$ cat src/rtl/music_pkg.sv
// Shared constants for the music player: song entry layout, pitch codes,
// note frequency table and sequencer state encoding.
package music_pkg;

  localparam int unsigned NumTones = 21;

  localparam logic [4:0] PitchRest = 5'd0;
  localparam logic [4:0] PitchEnd  = 5'd31;

  localparam int unsigned PitchMsb = 7;
  localparam int unsigned PitchLsb = 3;
  localparam int unsigned DurMsb   = 2;
  localparam int unsigned DurLsb   = 0;

  // C4..B4, C5..B5, C6..B6 in Hz, indexed by pitch-1
  localparam int unsigned NoteHz [NumTones] = '{
    262, 294, 330, 349, 392, 440, 494,
    523, 587, 659, 698, 784, 880, 988,
    1047, 1175, 1319, 1397, 1568, 1760, 1976
  };

  localparam logic [2:0] StIdle   = 3'd0;
  localparam logic [2:0] StFetch  = 3'd1;
  localparam logic [2:0] StLoad   = 3'd2;
  localparam logic [2:0] StSound  = 3'd3;
  localparam logic [2:0] StGap    = 3'd4;
  localparam logic [2:0] StPaused = 3'd5;

  typedef logic [NumTones-1:0][31:0] half_tab_t;

  function automatic half_tab_t half_table(input int unsigned clk_hz);
    half_tab_t tab;
    for (int i = 0; i < NumTones; i++) begin
      tab[i] = clk_hz / (2 * NoteHz[i]);
    end
    return tab;
  endfunction

  function automatic logic is_tone(input logic [4:0] pitch);
    return (pitch != PitchRest) && (pitch <= 5'(NumTones));
  endfunction

  function automatic logic is_active(input logic [2:0] st);
    return (st == StFetch) || (st == StLoad) || (st == StSound) || (st == StGap);
  endfunction

endpackage

$ cat src/rtl/tone_gen.sv
// Square-wave generator: toggles the output every half_period_i enabled cycles,
// first toggle half_period_i cycles after enable rises; cleared while disabled.
module tone_gen (
  input  logic        clk_i,
  input  logic        rst_ni,
  input  logic [31:0] half_period_i,
  input  logic        enable_i,
  output logic        buzzer_o
);

  logic [31:0] cnt_q, cnt_d;
  logic        buzzer_q, buzzer_d;

  // enable_i is driven from the sequencer's next state, so the count starts on the
  // edge that enters SOUND; hence the compare against half_period_i rather than -1.
  always_comb begin
    cnt_d    = cnt_q;
    buzzer_d = buzzer_q;
    if (!enable_i) begin
      cnt_d    = 32'd0;
      buzzer_d = 1'b0;
    end else if (cnt_q == half_period_i) begin
      cnt_d    = 32'd1;
      buzzer_d = ~buzzer_q;
    end else begin
      cnt_d = cnt_q + 32'd1;
    end
  end

  always_ff @(posedge clk_i or negedge rst_ni) begin
    if (!rst_ni) begin
      cnt_q    <= 32'd0;
      buzzer_q <= 1'b0;
    end else begin
      cnt_q    <= cnt_d;
      buzzer_q <= buzzer_d;
    end
  end

  assign buzzer_o = buzzer_q;

endmodule

$ cat src/rtl/music_sequencer.sv
// Song ROM walker: times notes and inter-note gaps, handles play/pause/next/prev,
// drives the buzzer through tone_gen and the 24-bit status LED bank.
module music_sequencer
  import music_pkg::*;
#(
  parameter int unsigned CLK_HZ      = 100_000_000,
  parameter int unsigned BEAT_CYCLES = 12_500_000,
  parameter int unsigned GAP_CYCLES  = 1_000_000,
  parameter int unsigned ADDR_W      = 6
) (
  input  logic              clk,
  input  logic              rst,
  input  logic              play_i,
  input  logic              next_i,
  input  logic              prev_i,
  input  logic [7:0]        note_data,
  output logic [ADDR_W-1:0] note_addr,
  output logic              buzzer,
  output logic              playing,
  output logic [23:0]       led
);

  localparam half_tab_t         HalfTab = half_table(CLK_HZ);
  localparam logic [ADDR_W-1:0] AddrOne = 1;

  logic [2:0]        state_q, state_d;
  logic [2:0]        saved_q, saved_d;
  logic [ADDR_W-1:0] addr_q, addr_d;
  logic [31:0]       dur_q, dur_d;
  logic [31:0]       gap_q, gap_d;
  logic [4:0]        pitch_q, pitch_d;
  logic [31:0]       hp_q, hp_d;
  logic              playing_q, playing_d;
  logic [23:0]       led_q, led_d;
  logic              tone_en;

  logic [4:0] rom_pitch;
  logic [2:0] rom_dur;

  assign rom_pitch = note_data[PitchMsb:PitchLsb];
  assign rom_dur   = note_data[DurMsb:DurLsb];

  always_comb begin
    state_d = state_q;
    saved_d = saved_q;
    addr_d  = addr_q;
    dur_d   = dur_q;
    gap_d   = gap_q;
    pitch_d = pitch_q;
    hp_d    = hp_q;

    unique case (state_q)
      StIdle: if (play_i) state_d = StFetch;
      StFetch: state_d = StLoad;
      StLoad: begin
        if (rom_pitch == PitchEnd) begin
          addr_d  = '0;
          state_d = StIdle;
        end else begin
          pitch_d = rom_pitch;
          hp_d    = is_tone(rom_pitch) ? HalfTab[rom_pitch - 5'd1] : 32'd0;
          dur_d   = (32'(rom_dur) + 32'd1) * BEAT_CYCLES - 32'd1;
          state_d = StSound;
        end
      end
      StSound: begin
        if (dur_q == 32'd0) begin
          gap_d   = 32'(GAP_CYCLES) - 32'd1;
          state_d = StGap;
        end else begin
          dur_d = dur_q - 32'd1;
        end
      end
      StGap: begin
        if (gap_q == 32'd0) begin
          addr_d  = addr_q + AddrOne;
          state_d = StFetch;
        end else begin
          gap_d = gap_q - 32'd1;
        end
      end
      StPaused: if (play_i) state_d = saved_q;
      default: state_d = StIdle;
    endcase

    // Navigation overrides normal progression; a pause still lets the current
    // cycle count, so the saved state is the one we would have moved to.
    if (next_i || prev_i) begin
      if (next_i) begin
        addr_d = addr_q + AddrOne;
      end else begin
        addr_d = (addr_q == '0) ? '0 : addr_q - AddrOne;
      end
      dur_d = 32'd0;
      gap_d = 32'd0;
      if (is_active(state_q)) begin
        state_d = StFetch;
      end else begin
        state_d = state_q;
        if (state_q == StPaused) saved_d = StFetch;
      end
    end else if (play_i && is_active(state_q) && (state_d != StIdle)) begin
      saved_d = state_d;
      state_d = StPaused;
    end
  end

  always_comb begin
    tone_en   = (state_d == StSound) && is_tone(pitch_d);
    playing_d = is_active(state_d);
    led_d     = '0;
    if (tone_en) led_d[pitch_d - 5'd1] = 1'b1;
    led_d[21] = (state_d == StGap);
    led_d[22] = (state_d == StPaused);
    led_d[23] = playing_d;
  end

  always_ff @(posedge clk or negedge rst) begin
    if (!rst) begin
      state_q   <= StIdle;
      saved_q   <= StIdle;
      addr_q    <= '0;
      dur_q     <= 32'd0;
      gap_q     <= 32'd0;
      pitch_q   <= 5'd0;
      hp_q      <= 32'd0;
      playing_q <= 1'b0;
      led_q     <= 24'd0;
    end else begin
      state_q   <= state_d;
      saved_q   <= saved_d;
      addr_q    <= addr_d;
      dur_q     <= dur_d;
      gap_q     <= gap_d;
      pitch_q   <= pitch_d;
      hp_q      <= hp_d;
      playing_q <= playing_d;
      led_q     <= led_d;
    end
  end

  tone_gen u_tone_gen (
    .clk_i         (clk),
    .rst_ni        (rst),
    .half_period_i (hp_d),
    .enable_i      (tone_en),
    .buzzer_o      (buzzer)
  );

  assign note_addr = addr_q;
  assign playing   = playing_q;
  assign led       = led_q;

endmodule

$ cat config.mk
export PLATFORM = sky130hd
export DESIGN_NAME = music_sequencer
export DESIGN_NICKNAME = d
export VERILOG_FILES = /design/src/rtl/music_pkg.sv /design/src/rtl/tone_gen.sv /design/src/rtl/music_sequencer.sv
export SDC_FILE = /design/constraint.sdc
export NUM_CORES = 1
export LEC_CHECK = 0
export ABC_AREA = 1
export ABC_CLOCK_PERIOD_IN_PS = 2650
export BUFFER_PORTS_ARGS = -buffer_cell sky130_fd_sc_hd__buf_2
export CELL_PAD_IN_SITES_DETAIL_PLACEMENT = 0
export CELL_PAD_IN_SITES_GLOBAL_PLACEMENT = 1
export CORE_MARGIN = 2
export CORE_UTILIZATION = 46
export DETAILED_ROUTE_END_ITERATION = 6
export HOLD_SLACK_MARGIN = 0.12
export PLACE_DENSITY_LB_ADDON = 0.1
export SLEW_MARGIN = 20
export SYNTH_ARGS = -nofsm -noshare
export SYNTH_HDL_FRONTEND = slang
export SYNTH_SLANG_ARGS = --single-unit
$ cat constraint.sdc
create_clock -name clk -period 2.65 [get_ports clk]
set_input_delay 0.795 -clock clk [delete_from_list [all_inputs] [get_ports clk]]
set_output_delay 0.795 -clock clk [all_outputs]
set_load 0.01 [all_outputs]
After elaboration in Yosys (flattened, before gate mapping)
Memory sizes are Yosys's and may differ from the RTL's.
Cells that the tools add are included.

operators by class
  reductions and logical operators = 28
  order comparisons = 5
  shifts and indexed selects = 0
  eq/ne operators = 21
  bitwise gates (word level) = 1
  multipliers = 1
  $add $sub $neg = 9
  div/mod/pow operators = 0
  mux-type cells = 40

operators with widths
  cell                   number
  $mux 32                12
  $pmux 32 s2            2
  $logic_not 32->1       2
  $sub 32x1->32 const B  2
  $mux 3                 11
  $add 32x1->32 const B  1
  $eq 32x32->1           1
  $mux 6                 5
  $sub 28x1->29 const B  1
  $mul 4x19->23 const B  1
  $mux 21                1
  $ne 3x3->1 const B     6
  $pmux 3 s6             1
  $eq 3x2->1 const B     4
  $eq 3x3->1 const B     4
  $lt 5x6->1 const B     2
  $pmux 6 s2             1
  $reduce_and 3->1       4
  $reduce_bool 3->1      4
  $le 5x5->1 const B     2
  $mux 5                 2
  $reduce_bool 5->1      2
  $sub 5x1->5 const B    2
  $logic_or 1x1->1       7
  other kinds (16)       25

storage, ports and cells
  latch bits = 0
  word-level logic and storage cells = 117
  output and inout port bits = 32
  RAM bits = 0
  ROM bits = 1,024
  register bits = 171
  memories kept = 1

memory list
  memory           words  bits a word  rd ports  clocked after memory_dff  wr ports  RTL line               RTL
  (no name shown)  32     32           1         0                         0         music_sequencer.sv:61  hp_d = is_tone(rom_pitch) ? HalfTab[rom_pitch - 5'd1] : 32'd0;

Depth between registers and ports, before layout
Gate-level depths: netlist of the first run.

  word-level depth = 12
  mapped depth = 24
  depth with buffers taken out = 23

Hierarchy
A second synthesis of the first run with hierarchy kept.

second synthesis, totals
  cells, all modules = 1,703
  area total of the unflattened synthesis = 11,980.2 µm²

modules (own cells, without submodules)
  module           area an instance (µm²)  cells each  times used
  music_sequencer  9,490.4                 1,323       1
  tone_gen         2,489.9                 380         1

Least setup slack after synthesis of the first run
OpenSTA, ideal clock, no wires.

  kind = input-to-reg
  start point = input note_data[0]
  end point = register dur_q[28]
  cell stages on the path = 17
  data required time = 2,584 ps
  arrival time = 4,537 ps
  buffers on the path = 1
  slack = -1,953 ps
  cells stage by stage = clkbuf_1 > inv_1 > ha_1 > fa_1 > fa_1 > fa_1 > o21ai_0 > a21oi_1 > xor2_1 > inv_1 > nor2_1 > nand2_1 > nand2_1 > nand3_1 > o21bai_1 > nand3_1 > nand2_1

between the ends
  word-level cells in the longest chain between the ends = 6

ends and longest elaborated chain
  item                  RTL line                RTL
  from (decl)           music_sequencer.sv:16   input logic [7:0] note_data,
  $add 3x1->4           music_sequencer.sv:62   dur_d = (32'(rom_dur) + 32'd1) * BEAT_CYCLES - 32'd1;
  $mul 4x19->23         music_sequencer.sv:62
  $sub 28x1->29         music_sequencer.sv:62
  $mux 32               music_sequencer.sv:56   if (rom_pitch == PitchEnd) begin
  $pmux 32 s2           music_sequencer.sv:52   unique case (state_q)
  $mux 32               music_sequencer.sv:88   if (next_i || prev_i) begin
  to (signal assigned)  music_sequencer.sv:133  dur_q <= dur_d;
  to (decl)             music_sequencer.sv:29   logic [31:0] dur_q, dur_d;

No other way between the ends. The select of a mux whose other input is x is not followed.
A chain may end at the register's enable or synchronous reset.

Worst setup path in the final report of the first run
Same ends and word-level chain as after synthesis.

==> qor.yml, run 1 <==
clock-skew-final_ps: 21.05
gp_congestion: 0.8763
cts_buffers: 17
worst_slack_ps: -1141
crit_chain: "buf_8, buf_12, inv_12, ha_4, fa_2, fa_2, fa_2, o21ai_4, a21oi_2, xor2_1, inv_1, nor2_4, nand2_2, nand2_2, nand3_2, o21bai_1, buf_4, nand3_2, nand2_1"
routedWlPerCell_microns: 14.59
yosys.area_share.simple_pct: 34.72
dp_hpwl_microns: 24670
drt_first_iter_violations: 748
leakage_nw: 8.034
grt_pass1_vias: 11530
synth-compound-area-share_pct: 9.864
clockRootBuffer: "clkbuf_16"
synth_xor_area_share_pct: 4.588
routed_wl_microns: 33830
grt_util_all_layers_pct: 25.80
cts.hold.buffers_added: 0
outcome: "finished, violations left"
rrSetupSlack_ps: 80
reg2reg_depth: 11
pre_cts_ws_ps: -1760
fmaxAchievable_ghz: 0.2638
syn_to_final_growth_pct: 36.35
ys.flop_type: "dfrtp_1"
cpMaxStageDelayCell: "fa_2"
yosys.area.top_type: "dfrtp_1"
yosys.area_share.adder_pct: 6.322
hold_class: "in -> async"
p_per_area_nw_per_um2: 735.6
core_sq_um: 25250
portBuffers: 44
finish.utilization_pct: 63.90
antenna_found_initial: 0
final_cells: 2318
viasPerCell: 5.075
synth.distinct_cells: 50
drive_above_1_share_pct: 29.63
grt-ovfl-total: 0
cts_max_path_buffers: 2
dp_cells: 2243
synth.top_cell.area_share_pct: 35.94
htreeDepth: 4
synth_edf_count: 0
synth.mux.area_fraction_pct: 0
slew_violations: 0
yosysSeqAreaShare_pct: 35.94
num_antenna_cells: 0
insertion_delay_ps: 450
crit_path_end_kind: "flip-flop"
worst_pin_slew_ps: 617.3
path_class: "in -> reg"
violations: "setup timing"
syn_area_per_cell_sq_um: 7.028
die_w_microns: 164.4
fillers: 2216
firstDrtPassIters: 5
ir_drop_uv: 344.0
grt_start_max_net_pins: 47
syn-cell-area_sq_um: 11840
cts.clk_slew.worst_paths_ps: 90
postSynth.asyncResetShare_pct: 100.0
netlist_instances: 1684
drc: 0
fp.dieH_microns: 164.4
rows: 58
critPathMaxFanout: 4
cp.required_ps: 3020
pin_count: 45
synthTopCellsByArea: "dfrtp_1, nand2_1, nor2_1"
final_hold_viol_count: 0
setup_viol: 48
synth_seq_cells: 170
clock-sinks: 170
nets: 2043
p_total_mw: 11.87
ant_nets: 0
start_util_pct: 46.86
synth_nets: 1752
grt_pass1_wl_microns: 55950
r2r-end: "u_tone_gen.cnt_q[28]"
synth_top_family_by_area: "simple AND/OR/NAND/NOR gates"
vias: 11760
maxSlewHeadroom_pct: 58.74
cp_data_arrival_time_ps: 4160
finalCriticalPeriod_ps: 3791
cts_tree: "built"
cap_violations: 0
timing.final.crit_share_pct: 143.0
die-area_sq_um: 27030
cp-start-kind: "input port"
slowest_delay_ps: 590
path_common_cell: "fa_2"
r2r-start: "u_tone_gen.cnt_q[0]"
rsz0062_at_grt: "yes"
yosys_warnings: 0
[metrics by stage]
| step | instance area [sq um] | TNS (ps) | hold WS, ps |
|---|---|---|---|
| 3_3_place_gp | 14290 | -69110 | 465.1 |
| 4_1_cts | 15630 | -20150 | 279.6 |
| 5_1_grt | 16140 | -28390 | 288.1 |
| 3_5_place_dp | 14290 | -70800 | 469.1 |
| 6_report | 16140 | -21600 | 255.5 |
| 2_1_floorplan | 12110 | -29790 | 447.8 |
[cells by family (layout without fill, tap and decap cells)]
| kind of cell | Yosys count | after routing |
|---|---|---|
| compound gates | 208 | 208 |
| buf+inv | 248 | 551 |
| simple gates | 941 | 942 |
| xor+xnor | 62 | 62 |
| flops | 170 | 170 |
| fa+ha+maj | 55 | 55 |
[how the worst max path moves through the flow]
| stage | from | end |
|---|---|---|
| global placement | note_data[0] | dur_q[28] |
| detailed placement | note_data[0] | dur_q[28] |
| CTS | note_data[0] | dur_q[30] |
| floorplan | note_data[0] | dur_q[25] |
| finish | note_data[0] | dur_q[28] |
| global route | note_data[0] | dur_q[28] |
[critical path, delay by kind of cell]
| family | cells | cell delay (ps) |
|---|---|---|
| adders and majority gates | 4 | 1670 |
| buffers and inverters | 5 | 540 |
| and+or+nand+nor | 6 | 520 |
| AOI/OAI and AO/OA | 3 | 480 |
| xor gates and xnor gates | 1 | 140 |
[area by class of cell]
class	count	area [sq um]	share of cell area [%]
tap	330	412.9	2.559
clock inverter	15	212.7	1.318
clock buffer	17	425.4	2.636
timing repair buffer	306	2482	15.38
multi-input combinational	1267	7502	46.49
timing repair inverter	1	6.256	0.03877
sequential	170	4254	26.36
inverter	212	840.8	5.211
[metal layers]
layer,vias to the layer above,routed length [microns],track usage (%)
li1,5998,-,-
met1,5492,16040,35.49
met2,223,15800,43.08
met3,51,1336,3.365
met4,0,655,6.640
met5,-,0,0
[power by group]
group          leakage (nW)  total [mW]  internal, mW  switching, mW
clock network         0.308        2.67          1.38           1.29
logic                  5.41        6.11          2.67           3.45
registers              2.31        3.08          2.88          0.204
[registers in the layout, summed over array words and instances, names as in the netlist]
signal,count
u_tone_gen.buzzer_o,1
gap_q,32
state_q,3
note_addr,6
u_tone_gen.cnt_q,32
saved_q,3
hp_q,32
dur_q,32
led,24
pitch_q,5
[what timing repair did]
action	in CTS	in global routing
setup buffers	29	19
cloned	5	0
endpoints found under the setup margin	72	82
gates resized for setup	116	122
pin swaps	87	67
[cell usage in the layout, fill, tap and decap left out, drive strengths merged, types with 4 or more instances in the layout]
master    synthesis  layout
and3              5       5
ha               47      47
buf              19     306
o211ai            4       4
o22ai            18      18
o21ai            91      91
nor2            293     294
a21oi            72      72
inv             211     215
dfrtp           170     170
nor3             46      46
clkinv            1       8
a32o              6       6
clkinvlp          0       4
nand2           428     428
fa                8       8
nor4              7       7
nand3b            9       9
xnor2            11      11
xor2             51      51
nand4            16      16
nand3           132     132
clkbuf           17      17
[cells in the mapped netlist, types with 18 or more instances]
cell,instances
a21oi_1,70
dfrtp_1,170
ha_1,47
inv_1,201
nand2_1,419
nand3_1,126
nor2_1,265
nor2_4,18
nor3_1,46
o21ai_0,86
xor2_1,51
(Power assumes the default switching activity.)
==> inputs of run 2 (changes only) <==
--- a/config.mk
+++ b/config.mk
@@ -13,6 +13,7 @@
 export CORE_MARGIN = 2
 export CORE_UTILIZATION = 46
 export DETAILED_ROUTE_END_ITERATION = 6
+export GPL_TIMING_DRIVEN = 0
 export HOLD_SLACK_MARGIN = 0.12
 export PLACE_DENSITY_LB_ADDON = 0.1
 export SLEW_MARGIN = 20
==> qor.yml, run 2 (synthesis gave the netlist of run 1 again) <==
hold_class: "in -> async"  # unchanged
maxSlewHeadroom_pct: 50.44  # was 58.74%
vias: 11280  # was 11,760
cts_buffers: 17  # unchanged
gp_congestion: 0.8978  # was 0.8763
rows: 58  # unchanged
cp-start-kind: "input port"  # unchanged
die-area_sq_um: 27030  # unchanged
viasPerCell: 5.198  # was 5.075
final_cell_mix: "nand2_1, nor2_1, inv_1, dfrtp_1, nand3_1"  # was nand2_1, buf_4, nor2_1, inv_1, dfrtp_1
hold_ws_ps: 368.7  # was 255.5 ps
finalCriticalPeriod_ps: 3837  # was 3791 ps
core_sq_um: 25250  # unchanged
cp_data_arrival_time_ps: 4170  # was 4160 ps
fp.dieH_microns: 164.4  # unchanged
antenna_found_initial: 0  # unchanged
grt_start_max_net_pins: 96  # was 47
cts.clk_slew.worst_paths_ps: 90  # about the same
power_frac_seq_pct: 26.8  # was 26.0%
ir_drop_uv: 460.9  # was 344.0 uV
r2r-end: "u_tone_gen.cnt_q[20]"  # was u_tone_gen.cnt_q[28]
p_per_area_nw_per_um2: 747.1  # was 735.6 nW/um^2
grt_pass1_wl_microns: 55010  # was 55,950 microns
syn_to_final_growth_pct: 29.14  # was 36.35%
swShare_pct: 44.21  # was 41.64%
firstDrtPassIters: 5  # unchanged
multi_input_area_sq_um: 7719  # was 7502 sq um
clockRootBuffer: "clkbuf_16"  # unchanged
path_class: "in -> reg"  # unchanged
fmaxAchievable_ghz: 0.2606  # was 0.2638 GHz
ant_nets: 0  # unchanged
fillers: 2299  # was 2,216
outcome: "finished, violations left"  # unchanged
clock-sinks: 170  # unchanged
pre_cts_ws_ps: -2240  # was -1760 ps
insertion_delay_ps: 440  # was 450 ps
violations: "setup timing"  # unchanged
rrSetupSlack_ps: -200  # was 80 ps
setup_viol: 48  # unchanged
routed_wl_microns: 33820  # was 33,830 microns
worst_pin_slew_ps: 743.4  # was 617.3 ps
finish.utilization_pct: 60.52  # was 63.90%
p_clk_share_pct: 23.2  # was 22.5%
cts_tree: "built"  # unchanged
timing.final.crit_share_pct: 144.8  # was 143.0%
p_comb_share_pct: 50.0  # was 51.5%
drc: 0  # unchanged
cts.hold.buffers_added: 0  # unchanged
dp_hpwl_microns: 23950  # was 24,670 microns
internal-power_mw: 6.370  # was 6.927 mW
htreeDepth: 4  # unchanged
drive_above_1_share_pct: 25.00  # was 29.63%
grt_util_all_layers_pct: 25.61  # was 25.80%
grt-ovfl-total: 0  # unchanged
final_common_cell: "nand2_1"  # unchanged
slew_violations: 0  # unchanged
pin_count: 45  # unchanged
nets: 1895  # was 2,043
final_hold_viol_count: 0  # unchanged
start_util_pct: 46.86  # unchanged
reg2reg_depth: 19  # was 11
seqCellArea_sq_um: 4262  # was 4254 sq um
clock-skew-final_ps: 17.20  # was 21.05 ps
r2r-start: "state_q[2]"  # was u_tone_gen.cnt_q[0]
grt_pass1_vias: 10730  # was 11,530
cts_max_path_buffers: 2  # unchanged
routedWlPerCell_microns: 15.59  # was 14.59 microns
leakage_nw: 7.378  # was 8.034 nW
critPathMaxFanout: 4  # unchanged
cap_violations: 0  # unchanged
crit_path_end_kind: "flip-flop"  # unchanged
switching_power_mw: 5.049  # was 4.942 mW
cp.required_ps: 2980  # was 3020 ps
die_w_microns: 164.4  # unchanged
drt_first_iter_violations: 782  # was 748
rsz0062_at_grt: "yes"  # unchanged
portBuffers: 44  # unchanged
num_antenna_cells: 0  # unchanged
worst_slack_ps: -1187  # was -1141 ps
-- run 2: metal layers --
metal  GRT usage [%]  part of all wire, %
met1           35.41                   47
met3           3.566                  3.9
met5               0                    0
met2           43.12                   48
met4           5.099                  1.2
-- run 2: power groups by stage --
stage	Combinational, mW	Clock (mW)	Sequential, mW
after detailed placement	4.29	0	3.09
after global placement	4.25	0	3.09
after global routing	6.34	2.80	3.10
final	5.71	2.64	3.07
after CTS	5.15	2.70	3.05
after floorplan	3.22	0	3.09
-- run 2: critical path, cell delays in order --
cell     delay, ps
buf_12         110
ha_4           170
xnor2_4        200
inv_4           60
fa_2           570
fa_2           480
fa_2           410
xnor2_2        170
or2_4          290
buf_4          150
nor3_4         120
nand3_2        120
nor2_2         140
nand3_1         90
nand2_1         90
nand3_2         80
nand2_1         90
nand2_1         50
-- run 2: worst max path at each step --
| stage | end | slack, ps | start | cells after the start |
|---|---|---|---|---|
| 2_1_floorplan | dur_q[25] | -1390 | note_data[0] | 19 |
| 3_3_place_gp | dur_q[28] | -2200 | note_data[0] | 20 |
| 3_5_place_dp | dur_q[31] | -2240 | note_data[0] | 20 |
| 4_1_cts | dur_q[25] | -1130 | note_data[0] | 20 |
| 5_1_grt | dur_q[25] | -1360 | note_data[0] | 20 |
| 6_report | dur_q[26] | -1190 | note_data[0] | 18 |
-- run 2: final cells by class --
cell class	count	area share, %
clock buffers	17	2.783
well taps	330	2.702
multi-input cells	1266	50.50
inverters	212	5.608
repair buffers	125	7.343
clock inverters	15	1.400
repair inverters	1	0.05731
plain buffers	34	1.719
flip-flops and latches	170	27.88
-- run 2: repair_timing --
item                       CTS  global route
cloned                       5             0
pin swaps                   76            85
resized for setup          160           157
buffers inserted            55            30
setup endpoints to repair   88           100
-- run 2: through the flow --
stage	instances	setup TNS (ps)	power, mW	area [sq um]
6_report	2170	-23690	11.42	15280
5_1_grt	2170	-31000	12.24	15280
4_1_cts	2149	-22060	10.91	14620
3_5_place_dp	2059	-108540	7.389	12780
3_3_place_gp	2058	-452850	7.338	12740
2_1_floorplan	1684	-29790	6.307	12110
==> inputs of run 3 (changes only) <==
--- a/config.mk
+++ b/config.mk
@@ -16,6 +16,7 @@
 export GPL_TIMING_DRIVEN = 0
 export HOLD_SLACK_MARGIN = 0.12
 export PLACE_DENSITY_LB_ADDON = 0.1
+export SKIP_LAST_GASP = 1
 export SLEW_MARGIN = 20
 export SYNTH_ARGS = -nofsm -noshare
 export SYNTH_HDL_FRONTEND = slang
==> qor.yml, run 3 (synthesis gave the netlist of run 1 again) <==
vias: 11260  # was 11,280
grt_pass1_wl_microns: 55010  # unchanged
final_cells: 2170  # unchanged
syn_to_final_growth_pct: 28.89  # was 29.14%
clock-skew-final_ps: 17.99  # was 17.20 ps
grt_util_all_layers_pct: 25.61  # unchanged
ant_nets: 0  # unchanged
fin_area_sq_um: 15250  # was 15,280 sq um
critPathMaxFanout: 4  # unchanged
pin_count: 45  # unchanged
grt_pass1_vias: 10730  # unchanged
drc: 0  # unchanged
fmaxAchievable_ghz: 0.2604  # was 0.2606 GHz
viasPerCell: 5.190  # was 5.198
setup_viol: 48  # unchanged
cts_tree: "built"  # unchanged
dp_cells: 2059  # unchanged
cts_max_path_buffers: 2  # unchanged
worst_slack_ps: -1191  # was -1187 ps
cp.required_ps: 2950  # was 2980 ps
antenna_found_initial: 0  # unchanged
crit_family: "adder cells"  # unchanged
grt-ovfl-total: 0  # unchanged
grt_start_max_net_pins: 96  # unchanged
finalCriticalPeriod_ps: 3841  # was 3837 ps
routed_wl_microns: 33870  # was 33,820 microns
worst_pin_slew_ps: 741.6  # was 743.4 ps
crit_chain: "buf_12, ha_4, xnor2_4, inv_4, fa_2, fa_2, fa_2, xnor2_2, or2_4, nor2_4, nand2_2, nor2_4, nand3_2, nor2_2, nand2_1, nand2_1, nand3_1, nand2_1, o21ai_1"  # was buf_12, ha_4, xnor2_4, inv_4, fa_2, fa_2, fa_2, xnor2_2, or2_4, buf_4, nor3_4, nand3_2, nor2_2, nand3_1, nand2_1, nand3_2, nand2_1, nand2_1
dp_hpwl_microns: 23950  # unchanged
core_sq_um: 25250  # unchanged
rsz0062_at_grt: "yes"  # unchanged
cts.clk_slew.worst_paths_ps: 90  # about the same
cp_data_arrival_time_ps: 4140  # was 4170 ps
cp_num_buf_inv: 2  # was 3
rows: 58  # unchanged
start_util_pct: 46.86  # unchanged
die_w_microns: 164.4  # unchanged
leakage_nw: 7.369  # was 7.378 nW
slew_violations: 0  # unchanged
cap_violations: 0  # unchanged
clock-sinks: 170  # unchanged
routedWlPerCell_microns: 15.61  # was 15.59 microns
fp.dieH_microns: 164.4  # unchanged
final_hold_viol_count: 0  # unchanged
clockRootBuffer: "clkbuf_16"  # unchanged
portBuffers: 44  # unchanged
drive_above_1_share_pct: 24.62  # was 25.00%
ir_drop_uv: 460.0  # was 460.9 uV
insertion_delay_ps: 450  # was 440 ps
place_area_sq_um: 12780  # unchanged
htreeDepth: 4  # unchanged
cpMaxStageDelayCell: "fa_2"  # unchanged
path_class: "in -> reg"  # unchanged
slowest_delay_ps: 570  # about the same
final_common_cell: "nand2_1"  # unchanged
violations: "setup timing"  # unchanged
final_cell_mix: "nand2_1, nor2_1, inv_1, dfrtp_1, nand3_1"  # unchanged
die-area_sq_um: 27030  # unchanged
setup_tns_ps: -24580  # was -23,690 ps
crit_path_end_kind: "flip-flop"  # unchanged
cts_buffers: 17  # unchanged
hold_class: "in -> async"  # unchanged
gp_congestion: 0.8978  # unchanged
drt_first_iter_violations: 751  # was 782
outcome: "finished, violations left"  # unchanged
p_per_area_nw_per_um2: 747.2  # was 747.1 nW/um^2
timing.final.crit_share_pct: 144.9  # was 144.8%
firstDrtPassIters: 5  # unchanged
maxSlewHeadroom_pct: 50.56  # was 50.44%
cp-start-kind: "input port"  # unchanged
nets: 1895  # unchanged
num_antenna_cells: 0  # unchanged
## run 3: per-layer routing
metal	GRT usage [%]	share of wire (%)
met1	35.41	47
met2	43.12	48
met3	3.566	4.1
met4	5.099	1.3
met5	0	0
## run 3: per-stage QoR
step | power [mW] | hold WS [ps] | setup slack [ps] | util [%]
2_1_floorplan | 6.307 | 447.8 | -1389 | -
3_3_place_gp | 7.338 | 463.4 | -2201 | 50.44
3_5_place_dp | 7.389 | 470.6 | -2240 | 50.59
4_1_cts | 10.91 | 396.8 | -1129 | 57.89
5_1_grt | 12.23 | 423.0 | -1370 | 60.40
6_report | 11.40 | 371.0 | -1191 | 60.40
## run 3: path summary, 6_finish.rpt
| kind | startpoint | endpoint | cells after the start | slack [ps] |
|---|---|---|---|---|
| setup / recovery | note_data[0] | dur_q[25] | 19 | -1190 |
| hold / removal | rst | note_addr[2] | 1 | 370 |
| setup reg to reg | state_q[2] | u_tone_gen.cnt_q[20] | 19 | -220 |
| hold reg to reg | saved_q[2] | saved_q[2] | 2 | 480 |
| max in group asynchronous | rst | dur_q[28] | 2 | 1390 |
| min in group clk | saved_q[2] | saved_q[2] | 2 | 480 |
## run 3: repair_timing
action	CTS	global route
pin swaps	76	85
hold buffers	0	0
cloned	5	0
buffers inserted	55	30
resized for setup	159	150
setup endpoints to repair	88	100
## run 3: final cells by class
| class | instances | area (sq um) |
|---|---|---|
| buffer | 34 | 262.8 |
| clock buffer | 17 | 425.4 |
| fill | 2306 | 10000 |
| clock inverter | 15 | 214.0 |
| inverter | 212 | 857.1 |
| tap | 330 | 412.9 |
| timing repair buffer | 125 | 1119 |
| multi-input combinational | 1266 | 7694 |
| timing repair inverter | 1 | 8.758 |
| sequential | 170 | 4262 |
## run 3: power breakdown
part | leakage, nW | internal (mW) | switching [mW]
Combinational | 4.76 | 2.16 | 3.53
Clock | 0.305 | 1.32 | 1.33
Sequential | 2.30 | 2.88 | 0.185
